File: src/rtl/core_pkg.sv
// Shared RV32I encoding types: immediate-format codes and opcode constants.
// Used by the instruction encoder and the sign extender so both agree on the format codes.
// No logic here, only types and constants.
package core_pkg;

  // Immediate format selector; codes 110/111 are illegal
  typedef enum logic [2:0] {
    IMM_I = 3'b000,
    IMM_S = 3'b001,
    IMM_B = 3'b010,
    IMM_U = 3'b011,
    IMM_J = 3'b100,
    IMM_R = 3'b101
  } imm_src_t;

  localparam logic [6:0] OPC_OP_IMM = 7'h13;
  localparam logic [6:0] OPC_STORE  = 7'h23;
  localparam logic [6:0] OPC_BRANCH = 7'h63;
  localparam logic [6:0] OPC_LUI    = 7'h37;
  localparam logic [6:0] OPC_JAL    = 7'h6F;
  localparam logic [6:0] OPC_OP     = 7'h33;

  // addi x0, x0, 0
  localparam logic [31:0] NOP_INSTR = 32'h0000_0013;

endpackage

File: src/rtl/instr_encoder_if.sv
// Field-in / word-out stream bundle between the field source, the encoder and the loader.
// Carries no state; timing is set by the modules on either side.
// in_valid/in_ready on the field side, out_valid/out_ready on the word side.
interface instr_encoder_if #(
  parameter int ADDR_WIDTH    = 32,
  parameter int ERR_CNT_WIDTH = 8
);
  logic                     in_valid;
  logic                     in_ready;
  logic [2:0]               imm_src;
  logic [6:0]               opcode;
  logic [4:0]               rd;
  logic [4:0]               rs1;
  logic [4:0]               rs2;
  logic [2:0]               funct3;
  logic [6:0]               funct7;
  logic [31:0]              imm;
  logic                     out_valid;
  logic                     out_ready;
  logic [31:0]              out_instr;
  logic [ADDR_WIDTH-1:0]    out_addr;
  logic                     out_err;
  logic [ERR_CNT_WIDTH-1:0] err_count;

  // field producer / word consumer side
  modport master (
    output in_valid, imm_src, opcode, rd, rs1, rs2, funct3, funct7, imm, out_ready,
    input  in_ready, out_valid, out_instr, out_addr, out_err, err_count
  );

  // encoder side
  modport slave (
    input  in_valid, imm_src, opcode, rd, rs1, rs2, funct3, funct7, imm, out_ready,
    output in_ready, out_valid, out_instr, out_addr, out_err, err_count
  );
endinterface

File: src/rtl/instr_pack.sv
// Packs RV32I fields and an immediate into an instruction word and flags unencodable immediates.
// Purely combinational, zero latency.
// No handshake; the enclosing stage decides when the result is captured.
module instr_pack
  import core_pkg::*;
(
  input  logic [2:0]  imm_src,
  input  logic [6:0]  opcode,
  input  logic [4:0]  rd,
  input  logic [4:0]  rs1,
  input  logic [4:0]  rs2,
  input  logic [2:0]  funct3,
  input  logic [6:0]  funct7,
  input  logic [31:0] imm,
  output logic [31:0] instr,
  output logic        err
);

  // Select the bit layout for the format; errored words still carry the truncated encoding
  always_comb begin
    instr = NOP_INSTR;
    err   = 1'b1;
    case (imm_src_t'(imm_src))
      IMM_I: begin
        instr = {imm[11:0], rs1, funct3, rd, opcode};
        err   = (imm[31:11] != {21{imm[11]}});
      end
      IMM_S: begin
        instr = {imm[11:5], rs2, rs1, funct3, imm[4:0], opcode};
        err   = (imm[31:11] != {21{imm[11]}});
      end
      IMM_B: begin
        instr = {imm[12], imm[10:5], rs2, rs1, funct3, imm[4:1], imm[11], opcode};
        err   = (imm[31:12] != {20{imm[12]}}) || imm[0];
      end
      IMM_U: begin
        instr = {imm[31:12], rd, opcode};
        err   = (imm[11:0] != 12'h000);
      end
      IMM_J: begin
        instr = {imm[20], imm[10:1], imm[11], imm[19:12], rd, opcode};
        err   = (imm[31:20] != {12{imm[20]}}) || imm[0];
      end
      IMM_R: begin
        instr = {funct7, rs2, rs1, funct3, rd, opcode};
        err   = 1'b0;
      end
      default: begin
        instr = NOP_INSTR;
        err   = 1'b1;
      end
    endcase
  end

endmodule

File: src/rtl/instr_encoder.sv
// Encodes RV32I fields into instruction words tagged with their instruction-memory byte address.
// One register stage: word appears the cycle after input fire, one word per cycle sustained.
// in_ready = !out_valid | out_ready; output word held stable while out_ready is low.
module instr_encoder #(
  parameter int                    ADDR_WIDTH    = 32,
  parameter logic [ADDR_WIDTH-1:0] BASE_ADDR     = '0,
  parameter int                    ERR_CNT_WIDTH = 8
) (
  input  logic          clk,
  input  logic          rst,
  input  logic          clr,
  instr_encoder_if.slave bus
);

  logic        in_fire;
  logic        out_fire;
  logic [31:0] pack_instr;
  logic        pack_err;

  assign bus.in_ready = !bus.out_valid || bus.out_ready;
  assign in_fire      = bus.in_valid && bus.in_ready;
  assign out_fire     = bus.out_valid && bus.out_ready;

  instr_pack u_pack (
    .imm_src (bus.imm_src),
    .opcode  (bus.opcode),
    .rd      (bus.rd),
    .rs1     (bus.rs1),
    .rs2     (bus.rs2),
    .funct3  (bus.funct3),
    .funct7  (bus.funct7),
    .imm     (bus.imm),
    .instr   (pack_instr),
    .err     (pack_err)
  );

  // Output register: load on input fire, otherwise empty out once the word is taken
  always_ff @(posedge clk or posedge rst) begin
    if (rst) begin
      bus.out_valid <= 1'b0;
      bus.out_instr <= '0;
      bus.out_err   <= 1'b0;
    end else if (in_fire) begin
      bus.out_valid <= 1'b1;
      bus.out_instr <= pack_instr;
      bus.out_err   <= pack_err;
    end else if (out_fire) begin
      bus.out_valid <= 1'b0;
    end
  end

  // Address of the word in the register; clr wins over the post-fire advance
  always_ff @(posedge clk or posedge rst) begin
    if (rst) begin
      bus.out_addr <= BASE_ADDR;
    end else if (clr) begin
      bus.out_addr <= BASE_ADDR;
    end else if (out_fire) begin
      bus.out_addr <= bus.out_addr + ADDR_WIDTH'(4);
    end
  end

  // Saturating count of delivered words that carried an error
  always_ff @(posedge clk or posedge rst) begin
    if (rst) begin
      bus.err_count <= '0;
    end else if (clr) begin
      bus.err_count <= '0;
    end else if (out_fire && bus.out_err && !(&bus.err_count)) begin
      bus.err_count <= bus.err_count + ERR_CNT_WIDTH'(1);
    end
  end

endmodule

File: src/flat_wrapper.sv
// flat-port wrapper written by rule: the top's interface ports become plain ports
module instr_encoder_flat 
#(
  parameter int                    ADDR_WIDTH    = 32,
  parameter logic [ADDR_WIDTH-1:0] BASE_ADDR     = '0,
  parameter int                    ERR_CNT_WIDTH = 8
)
  (clk, rst, clr, bus_in_valid, bus_imm_src, bus_opcode, bus_rd, bus_rs1, bus_rs2, bus_funct3, bus_funct7, bus_imm, bus_out_ready, bus_in_ready, bus_out_valid, bus_out_instr, bus_out_addr, bus_out_err, bus_err_count);
  instr_encoder_if #(.ADDR_WIDTH(ADDR_WIDTH), .ERR_CNT_WIDTH(ERR_CNT_WIDTH)) bus_i ();
  input  logic clk;
  input  logic rst;
  input  logic clr;
  input wire logic [$bits(bus_i.in_valid)-1:0] bus_in_valid;
  input wire logic [$bits(bus_i.imm_src)-1:0] bus_imm_src;
  input wire logic [$bits(bus_i.opcode)-1:0] bus_opcode;
  input wire logic [$bits(bus_i.rd)-1:0] bus_rd;
  input wire logic [$bits(bus_i.rs1)-1:0] bus_rs1;
  input wire logic [$bits(bus_i.rs2)-1:0] bus_rs2;
  input wire logic [$bits(bus_i.funct3)-1:0] bus_funct3;
  input wire logic [$bits(bus_i.funct7)-1:0] bus_funct7;
  input wire logic [$bits(bus_i.imm)-1:0] bus_imm;
  input wire logic [$bits(bus_i.out_ready)-1:0] bus_out_ready;
  output wire logic [$bits(bus_i.in_ready)-1:0] bus_in_ready;
  output wire logic [$bits(bus_i.out_valid)-1:0] bus_out_valid;
  output wire logic [$bits(bus_i.out_instr)-1:0] bus_out_instr;
  output wire logic [$bits(bus_i.out_addr)-1:0] bus_out_addr;
  output wire logic [$bits(bus_i.out_err)-1:0] bus_out_err;
  output wire logic [$bits(bus_i.err_count)-1:0] bus_err_count;
  assign bus_i.in_valid = bus_in_valid;
  assign bus_i.imm_src = bus_imm_src;
  assign bus_i.opcode = bus_opcode;
  assign bus_i.rd = bus_rd;
  assign bus_i.rs1 = bus_rs1;
  assign bus_i.rs2 = bus_rs2;
  assign bus_i.funct3 = bus_funct3;
  assign bus_i.funct7 = bus_funct7;
  assign bus_i.imm = bus_imm;
  assign bus_i.out_ready = bus_out_ready;
  assign bus_in_ready = bus_i.in_ready;
  assign bus_out_valid = bus_i.out_valid;
  assign bus_out_instr = bus_i.out_instr;
  assign bus_out_addr = bus_i.out_addr;
  assign bus_out_err = bus_i.out_err;
  assign bus_err_count = bus_i.err_count;
  instr_encoder #(.ADDR_WIDTH(ADDR_WIDTH), .BASE_ADDR(BASE_ADDR), .ERR_CNT_WIDTH(ERR_CNT_WIDTH)) u_core (.clk(clk), .rst(rst), .clr(clr), .bus(bus_i));
endmodule
File: config.mk
export PLATFORM = sky130hd
export DESIGN_NAME = instr_encoder_flat
export DESIGN_NICKNAME = d
export VERILOG_FILES = /design/src/rtl/core_pkg.sv /design/src/rtl/instr_encoder_if.sv /design/src/rtl/instr_pack.sv /design/src/rtl/instr_encoder.sv /design/src/flat_wrapper.sv
export SDC_FILE = /design/constraint.sdc
export NUM_CORES = 1
export LEC_CHECK = 0
export ABC_AREA = 0
export BUFFER_PORTS_ARGS = -buffer_cell sky130_fd_sc_hd__buf_4
export CAP_MARGIN = 20
export CORE_MARGIN = 2
export CORE_UTILIZATION = 35
export DETAILED_ROUTE_END_ITERATION = 10
export GPL_TIMING_DRIVEN = 1
export PLACE_DENSITY_LB_ADDON = 0.3
export SLEW_MARGIN = 40
export SYNTH_ARGS = -nofsm -noshare
export SYNTH_HDL_FRONTEND = slang
export SYNTH_SLANG_ARGS = --single-unit
File: constraint.sdc
create_clock -name clk -period 2.7 [get_ports clk]
set_clock_uncertainty 0.2 [all_clocks]
set_input_delay 0 -clock clk [delete_from_list [all_inputs] [get_ports clk]]
set_output_delay 0 -clock clk [all_outputs]
set_load 0.01 [all_outputs]
**Word-level counts from Yosys, hierarchy flattened**

Cells that the tools add are included.

- Div/mod/pow operators: 0
- Reductions and logical operators: 16
- Multiplexer cells: 8
- Shift operators: 0
- Add/subtract/negate cells: 2
- $lt $le $gt $ge: 0
- Bitwise logic cells: 0
- Eq/ne operators: 8
- Multiply operators: 0

Operators by type and width:

| cell | count |
|---|---|
| case mux 32 bit (6 select lines) | 1 |
| two-way mux 32 bit | 2 |
| adder 32 x 3 -> 32 bit, second input constant | 1 |
| inequality test 20 bit | 1 |
| inequality test 19 bit | 1 |
| two-way mux 8 bit | 2 |
| nonzero test 12 bit | 1 |
| inequality test 11 bit | 1 |
| adder 8 x 1 -> 8 bit, second input constant | 1 |
| AND reduction 8 bit | 1 |
| equality test 3 x 2 -> 1 bit, second input constant | 2 |
| equality test 3 bit, second input constant | 2 |
| nonzero test 2 bit | 3 |
| case mux 1 bit (5 select lines) | 1 |
| logical AND 1 bit | 4 |
| equality test 3 x 1 -> 1 bit, second input constant | 1 |
| logical NOT 3 bit | 1 |
| logical OR 1 bit | 3 |
| logical NOT 1 bit | 2 |
| two-way mux 1 bit | 2 |
| OR reduction 2 bit | 1 |

- Latch bits: 0
- ROM bits: 0
- Logic and storage cells: 39
- Memories: 0
- Input port bits: 72
- Output and inout port bits: 75
- Register bits after elaboration: 74
- RAM bits: 0

**Logic depth before layout (Yosys ltp)**

- Word-level depth: 5
- Mapped depth: 7
- Mapped depth without buffers: 6

**Hierarchy**

From an unflattened synthesis, not the netlist that was laid out.

- Cell total of the unflattened synthesis: 461
- Area, all modules: 4,395.5 µm²

Modules (own cells, without submodules):

| module | instances | seq. area each (µm²) | cells each | area each (µm²) |
|---|---|---|---|---|
| instr_encoder | 1 | 1,801.7 | 294 | 3,329.4 |
| instr_pack | 1 | 0.0 | 167 | 1,066.0 |

**Worst setup path before layout**

Ideal clock, no wire load.

- Path kind: register -> register
- From: register u_core.bus.out_addr[5]
- To: register u_core.bus.out_addr[31]
- Required time: 2.368 ns
- Arrival: 1.438 ns
- Path slack: 0.930 ns
- Period minus slack after synthesis: 1.770 ns
- Path buffers: 2
- Library setup time: 0.132 ns
- Cell stages (with the launch flop): 8
- Cells stage by stage: dfrtp_1 > and3_1 > buf_4 > nand3_4 > buf_6 > nor4_2 > xnor2_1 > nor2_1

- Longest elaborated chain between the ends: 3

RTL lines:

| element | line | text |
|---|---|---|
| from (decl) | instr_encoder_if.sv:34 | `output in_ready, out_valid, out_instr, out_addr, out_err, err_count` |
| from (signal assigned) | instr_encoder.sv:59 | `bus.out_addr <= bus.out_addr + ADDR_WIDTH'(4);` |
| adder 32 x 3 -> 32 bit | instr_encoder.sv:59 |  |
| two-way mux 32 bit | instr_encoder.sv:58 | `end else if (out_fire) begin` |
| two-way mux 32 bit | instr_encoder.sv:56 | `end else if (clr) begin` |

No other way between the ends. The select of a mux whose other input is x is not followed.
A chain may end at the register's enable or synchronous reset.

**Final worst setup path**

- From: input port bus_rs2[3]
- To: register u_core.bus.out_instr[23]

- Longest elaborated chain between the ends: 1

RTL lines:

| element | line | text |
|---|---|---|
| from (decl) | flat_wrapper.sv:18 | `input wire logic [$bits(bus_i.rs2)-1:0] bus_rs2;` |
| case mux 32 bit (6 select lines) | instr_pack.sv:23 | `case (imm_src_t'(imm_src))` |
| to (signal assigned) | instr_encoder.sv:45 | `bus.out_instr <= pack_instr;` |
| to (decl) | instr_encoder_if.sv:34 |  |

No other way between the ends.

==> impl_results.html <==
<table>
<tr><th>Metric</th><th>Value</th></tr>
<tr><th colspan="2">Outcome</th></tr>
<tr><td>Status</td><td>finished clean</td></tr>
<tr><th colspan="2">Synthesis</th></tr>
<tr><td>Number of enable-type register cells in the synthesized netlist</td><td>0</td></tr>
<tr><td>Commonest register cell after synthesis</td><td>sky130_fd_sc_hd__dfrtp_1</td></tr>
<tr><td>Cell variety after synth</td><td>50</td></tr>
<tr><td>Number of synthesized register bits</td><td>72</td></tr>
<tr><td>Share of the synthesized area in the top cell type</td><td>0.421</td></tr>
<tr><td>Syn_area_per_cell</td><td>~8.9 µm²</td></tr>
<tr><td>Area of the mapped netlist</td><td>approximately 0.0043 mm²</td></tr>
<tr><td>Share of async-settable or async-resettable flops after synthesis</td><td>1.00</td></tr>
<tr><td>Yosys top cell by area</td><td>sky130_fd_sc_hd__dfrtp_1</td></tr>
<tr><td>Top area cells in the synthesized netlist</td><td>sky130_fd_sc_hd__dfrtp_1, sky130_fd_sc_hd__o21ai_0, sky130_fd_sc_hd__nand2_1</td></tr>
<tr><td>Synthesized instance count</td><td>between 400 and 500</td></tr>
<tr><td>Count of synthesis-stage warnings from yosys</td><td>0</td></tr>
<tr><td>Sequential share of the synthesized area</td><td>0.421</td></tr>
<tr><th colspan="2">Power</th></tr>
<tr><td>Switching part of the total power</td><td>0.286</td></tr>
<tr><td>Clock power share</td><td>0.373</td></tr>
<tr><td>Sequential fraction of design power</td><td>0.406</td></tr>
<tr><td>Logic pwr share</td><td>0.222</td></tr>
<tr><td>Largest voltage drop on the vdd net</td><td>roughly 0.38 mV</td></tr>
<tr><td>Leakage Power</td><td>0.00280 µW</td></tr>
<tr><td>Total chip power</td><td>between 2000 and 3000 µW</td></tr>
<tr><td>Net load switching power</td><td>853 µW</td></tr>
<tr><td>Internal power contribution</td><td>approximately 2100 µW</td></tr>
<tr><td>Power per standard cell area</td><td>469 mW/mm²</td></tr>
<tr><th colspan="2">Floorplanning</th></tr>
<tr><td>Die Outline Area</td><td>around 0.013 mm²</td></tr>
<tr><td>Core Box Area</td><td>approximately 0.012 mm²</td></tr>
<tr><td>Die Wd</td><td>approximately 110 µm</td></tr>
<tr><td>Effective utilization at floorplan</td><td>0.358</td></tr>
<tr><td>Site row count</td><td>40</td></tr>
<tr><td>Chip height</td><td>roughly 110 µm</td></tr>
<tr><td>Number of ports placed on the die boundary</td><td>147</td></tr>
<tr><th colspan="2">Placed design</th></tr>
<tr><td>Number of buffers inserted by port buffering</td><td>~140</td></tr>
<tr><td>DP Area</td><td>around 0.0054 mm²</td></tr>
<tr><td>Detailed placement HPWL</td><td>9370 µm</td></tr>
<tr><td>Global placement routability congestion</td><td>between 0.8 and 0.9</td></tr>
<tr><th colspan="2">Critical path</th></tr>
<tr><td>Stages on worst setup path</td><td>7</td></tr>
<tr><td>Worst Reg-to-Reg Cells</td><td>5</td></tr>
<tr><td>Critical Setup Path Class</td><td>input port to flop</td></tr>
<tr><td>Largest fanout on the critical path</td><td>2</td></tr>
<tr><td>Reg2reg start</td><td>u_core.bus.out_addr[5]</td></tr>
<tr><td>Arrival time of data at the critical path endpoint</td><td>between 2000 and 2500 ps</td></tr>
<tr><td>Capture point of the critical path</td><td>u_core.bus.out_instr[23]</td></tr>
<tr><td>Worst path cell trace</td><td>dlygate4sd3_1, buf_4, mux2i_1, dlygate4sd3_1, o22a_1, dlygate4sd3_1, o21ai_0</td></tr>
<tr><td>Number of buffer and inverter instances along the worst setup path</td><td>4</td></tr>
<tr><td>Largest stage delay on the critical path</td><td>between 500 and 600 ps</td></tr>
<tr><td>Type of destination of the critical path</td><td>flop</td></tr>
<tr><td>Slowest cell on the critical path</td><td>sky130_fd_sc_hd__dlygate4sd3_1</td></tr>
<tr><td>Required time reported for the critical path endpoint</td><td>2750 ps</td></tr>
<tr><td>Reg-to-reg slack, setup</td><td>700 ps</td></tr>
<tr><td>Worst setup path startpoint</td><td>bus_rs2[3]</td></tr>
<tr><td>Critical path startpoint category</td><td>input port</td></tr>
<tr><td>Reg-to-reg endpoint</td><td>u_core.bus.out_addr[24]</td></tr>
<tr><td>Most frequent cell on the critical path</td><td>sky130_fd_sc_hd__dlygate4sd3_1</td></tr>
<tr><td>Kind of cell adding the most delay to the critical path</td><td>buffers and inverters</td></tr>
<tr><th colspan="2">Clock tree</th></tr>
<tr><td>Insertion delay to the later sink of the worst-skew pair</td><td>around 340 ps</td></tr>
<tr><td>Clock tree buffer depth</td><td>2</td></tr>
<tr><td>Max H-tree Level</td><td>3</td></tr>
<tr><td>Buffer count from post-CTS setup fixing</td><td>0</td></tr>
<tr><td>Clock-pin slew on the worst setup and hold paths</td><td>around 60 ps</td></tr>
<tr><td>Clk root buf</td><td>sky130_fd_sc_hd__clkbuf_16</td></tr>
<tr><td>CTS tree</td><td>built</td></tr>
<tr><td>TritonCTS buffer count</td><td>9</td></tr>
<tr><td>Number of sinks handled by clock tree synthesis</td><td>72</td></tr>
<tr><th colspan="2">STA</th></tr>
<tr><td>Number of max-slew violations in the final report</td><td>0</td></tr>
<tr><td>Relative slew slack</td><td>0.525</td></tr>
<tr><td>Sum of negative setup slack</td><td>0 ps</td></tr>
<tr><td>Fin crit share</td><td>0.787</td></tr>
<tr><td>Achievable frequency</td><td>~0.47 GHz</td></tr>
<tr><td>Number of hold-slack violations in the final timing report</td><td>0</td></tr>
<tr><td>Setup repair after global routing missed its margin</td><td>false</td></tr>
<tr><td>Final worst path period need</td><td>2120 ps</td></tr>
<tr><td>Hold slack final</td><td>between 10 and 15 ps</td></tr>
<tr><td>Slew at the pin closest to its max-slew limit</td><td>roughly 710 ps</td></tr>
<tr><td>Final number of setup-violating endpoints</td><td>0</td></tr>
<tr><th colspan="2">Routing</th></tr>
<tr><td>WL final</td><td>around 14000 µm</td></tr>
<tr><td>Antenna violation net count after detailed routing</td><td>0</td></tr>
<tr><td>Drt first pass iters</td><td>4</td></tr>
<tr><td>DRC violations left</td><td>0</td></tr>
<tr><td>Vias after detailed routing</td><td>approximately 4400</td></tr>
<tr><td>Detailed-route vias per instance</td><td>between 5 and 6</td></tr>
<tr><td>Routed wire length per instance</td><td>16.4 µm</td></tr>
<tr><td>Initial DRC Count</td><td>about 290</td></tr>
<tr><th colspan="2">Global routing</th></tr>
<tr><td>Number of antenna violations at the first check in global routing</td><td>0</td></tr>
<tr><td>Tot GR Track Use</td><td>0.209</td></tr>
<tr><td>Largest net degree at the start of global routing</td><td>between 40 and 50</td></tr>
<tr><td>Gr ovfl total</td><td>0</td></tr>
<tr><td>Wire length of the first global-routing pass</td><td>roughly 22000 µm</td></tr>
<tr><td>Via count of the first global-routing pass</td><td>4313</td></tr>
<tr><th colspan="2">Finish</th></tr>
<tr><td>Number of inserted diodes</td><td>0</td></tr>
<tr><td>Final non-filler cell area</td><td>approximately 0.0064 mm²</td></tr>
<tr><td>Relative area change from synthesis to final layout</td><td>48.6%</td></tr>
<tr><td>Fraction of layout instances using a drive strength above 1</td><td>0.261</td></tr>
<tr><td>Count of nets after finishing</td><td>roughly 750</td></tr>
<tr><th colspan="2">Worst hold path</th></tr>
<tr><td>Class of the most critical hold timing path</td><td>input port to flop</td></tr>
<tr><td>Worst min-delay path startpoint</td><td>bus_imm[1]</td></tr>
<tr><th colspan="2">Run</th></tr>
<tr><td>Maximum Capacitance Violations</td><td>0</td></tr>
</table>
state kept, by name, summed over array words and instances (netlist names):
name and cells:
u_core.bus.err_count 8, u_core.bus.out_addr 30, u_core.bus.out_err 1, u_core.bus.out_instr 32, u_core.bus.out_valid 1
cells in the final DEF (no fill, tap or decap), drive strengths merged, types with 7 or more instances in the layout:
master       instances
inv                  7
o22a                13
a22oi               13
dfrtp               72
o21ai               43
nand2               55
nor2                50
a21oi               23
nor3                13
nor4                13
xnor2               21
xor2                13
clkbuf              10
buf                146
nand3               25
nand4                8
dlygate4sd3         67
mux2i               14
nor2b               17
power by group through the flow:
stage,sequential [µW],clock [µW],combinational (µW)
global placement,1230,0,547
CTS,1210,1140,658
floorplan,1260,0,236
detailed placement,1230,0,559
global route,1220,1180,722
finish,1210,1110,661
how the worst min path moves through the flow:
stage | cells after the start | slack [ps] | to
floorplan | 1 | -90 | u_core.bus.out_valid
global placement | 2 | -40 | u_core.bus.err_count[6]
detailed placement | 2 | -30 | u_core.bus.err_count[6]
CTS | 5 | 3 | u_core.bus.out_instr[8]
global route | 3 | 50 | u_core.bus.out_err
finish | 5 | 10 | u_core.bus.out_instr[8]
worst register-to-register path, cell delays in order (launching register included):
cell and delay, ps:
sky130_fd_sc_hd__dfrtp_1 420, sky130_fd_sc_hd__and3_1 360, sky130_fd_sc_hd__nand3_4 220, sky130_fd_sc_hd__nor4_1 460, sky130_fd_sc_hd__xnor2_1 170, sky130_fd_sc_hd__nor2_1 50
metrics by stage:
stage | std cells | setup slack (ps) | utilization
global route | 825 | 411 | 0.532
finish | 825 | 576 | 0.532
floorplan | 483 | 675 | -
global placement | 742 | 835 | 0.453
detailed placement | 742 | 726 | 0.453
CTS | 825 | 617 | 0.532
synth_stat cells, types with 2 or more instances:
cell type,number
sky130_fd_sc_hd__xor2_1,13
sky130_fd_sc_hd__o22ai_1,2
sky130_fd_sc_hd__clkbuf_1,22
sky130_fd_sc_hd__nand3_1,24
sky130_fd_sc_hd__xnor2_1,21
sky130_fd_sc_hd__nor4_1,10
sky130_fd_sc_hd__buf_6,2
sky130_fd_sc_hd__and4_1,6
sky130_fd_sc_hd__and2_1,2
sky130_fd_sc_hd__nor2_1,50
sky130_fd_sc_hd__inv_1,5
sky130_fd_sc_hd__nand2_1,55
sky130_fd_sc_hd__a21oi_1,23
sky130_fd_sc_hd__o21ai_0,43
sky130_fd_sc_hd__mux2i_1,14
sky130_fd_sc_hd__buf_2,4
sky130_fd_sc_hd__nand4_1,7
sky130_fd_sc_hd__nor2b_1,17
sky130_fd_sc_hd__or3_1,3
sky130_fd_sc_hd__o221ai_1,6
sky130_fd_sc_hd__o22a_1,13
sky130_fd_sc_hd__a22oi_1,13
sky130_fd_sc_hd__nor4_2,3
sky130_fd_sc_hd__buf_1,2
sky130_fd_sc_hd__ha_1,2
sky130_fd_sc_hd__mux2_2,5
sky130_fd_sc_hd__nand2b_1,2
sky130_fd_sc_hd__and3_1,5
sky130_fd_sc_hd__nor3_1,13
sky130_fd_sc_hd__buf_4,4
sky130_fd_sc_hd__dfrtp_1,72
metal layers:
| layer | vias up | wire length (µm) | part of all wire | global-route usage |
|---|---|---|---|---|
| met4 | 0 | 263 | 0.019 | 0.0675 |
| met5 | - | 0 | 0 | 0 |
| met2 | 166 | 6660 | 0.49 | 0.348 |
| li1 | 2109 | - | - | - |
| met1 | 2134 | 5670 | 0.42 | 0.258 |
| met3 | 24 | 952 | 0.070 | 0.0641 |
timing repair:
action,in CTS,in global routing
resized for setup,0,0
endpoints found under the hold margin,103,0
hold buffers,67,0
area by class of cell:
class,count,area (µm²)
Fill cell,1071,5600
Multi-Input combinational cell,372,2300
Sequential cell,72,1800
Timing Repair Buffer,213,1780
Clock buffer,10,229
Tap cell,147,184
Clock inverter,6,43.8
Inverter,5,18.8
cells by family after synthesis:
kind of cell / after synthesis / synth area share
and+or+nand+nor: 202 / 0.240
other: 1 / 0.000876
xor gates and xnor gates: 34 / 0.0696
muxes: 19 / 0.0459
buffers and inverters: 39 / 0.0424
adders and majority gates: 2 / 0.00585
DFF: 72 / 0.421
AOI/OAI and AO/OA: 113 / 0.174
No activity file was read; power rests on OpenSTA's default activity.
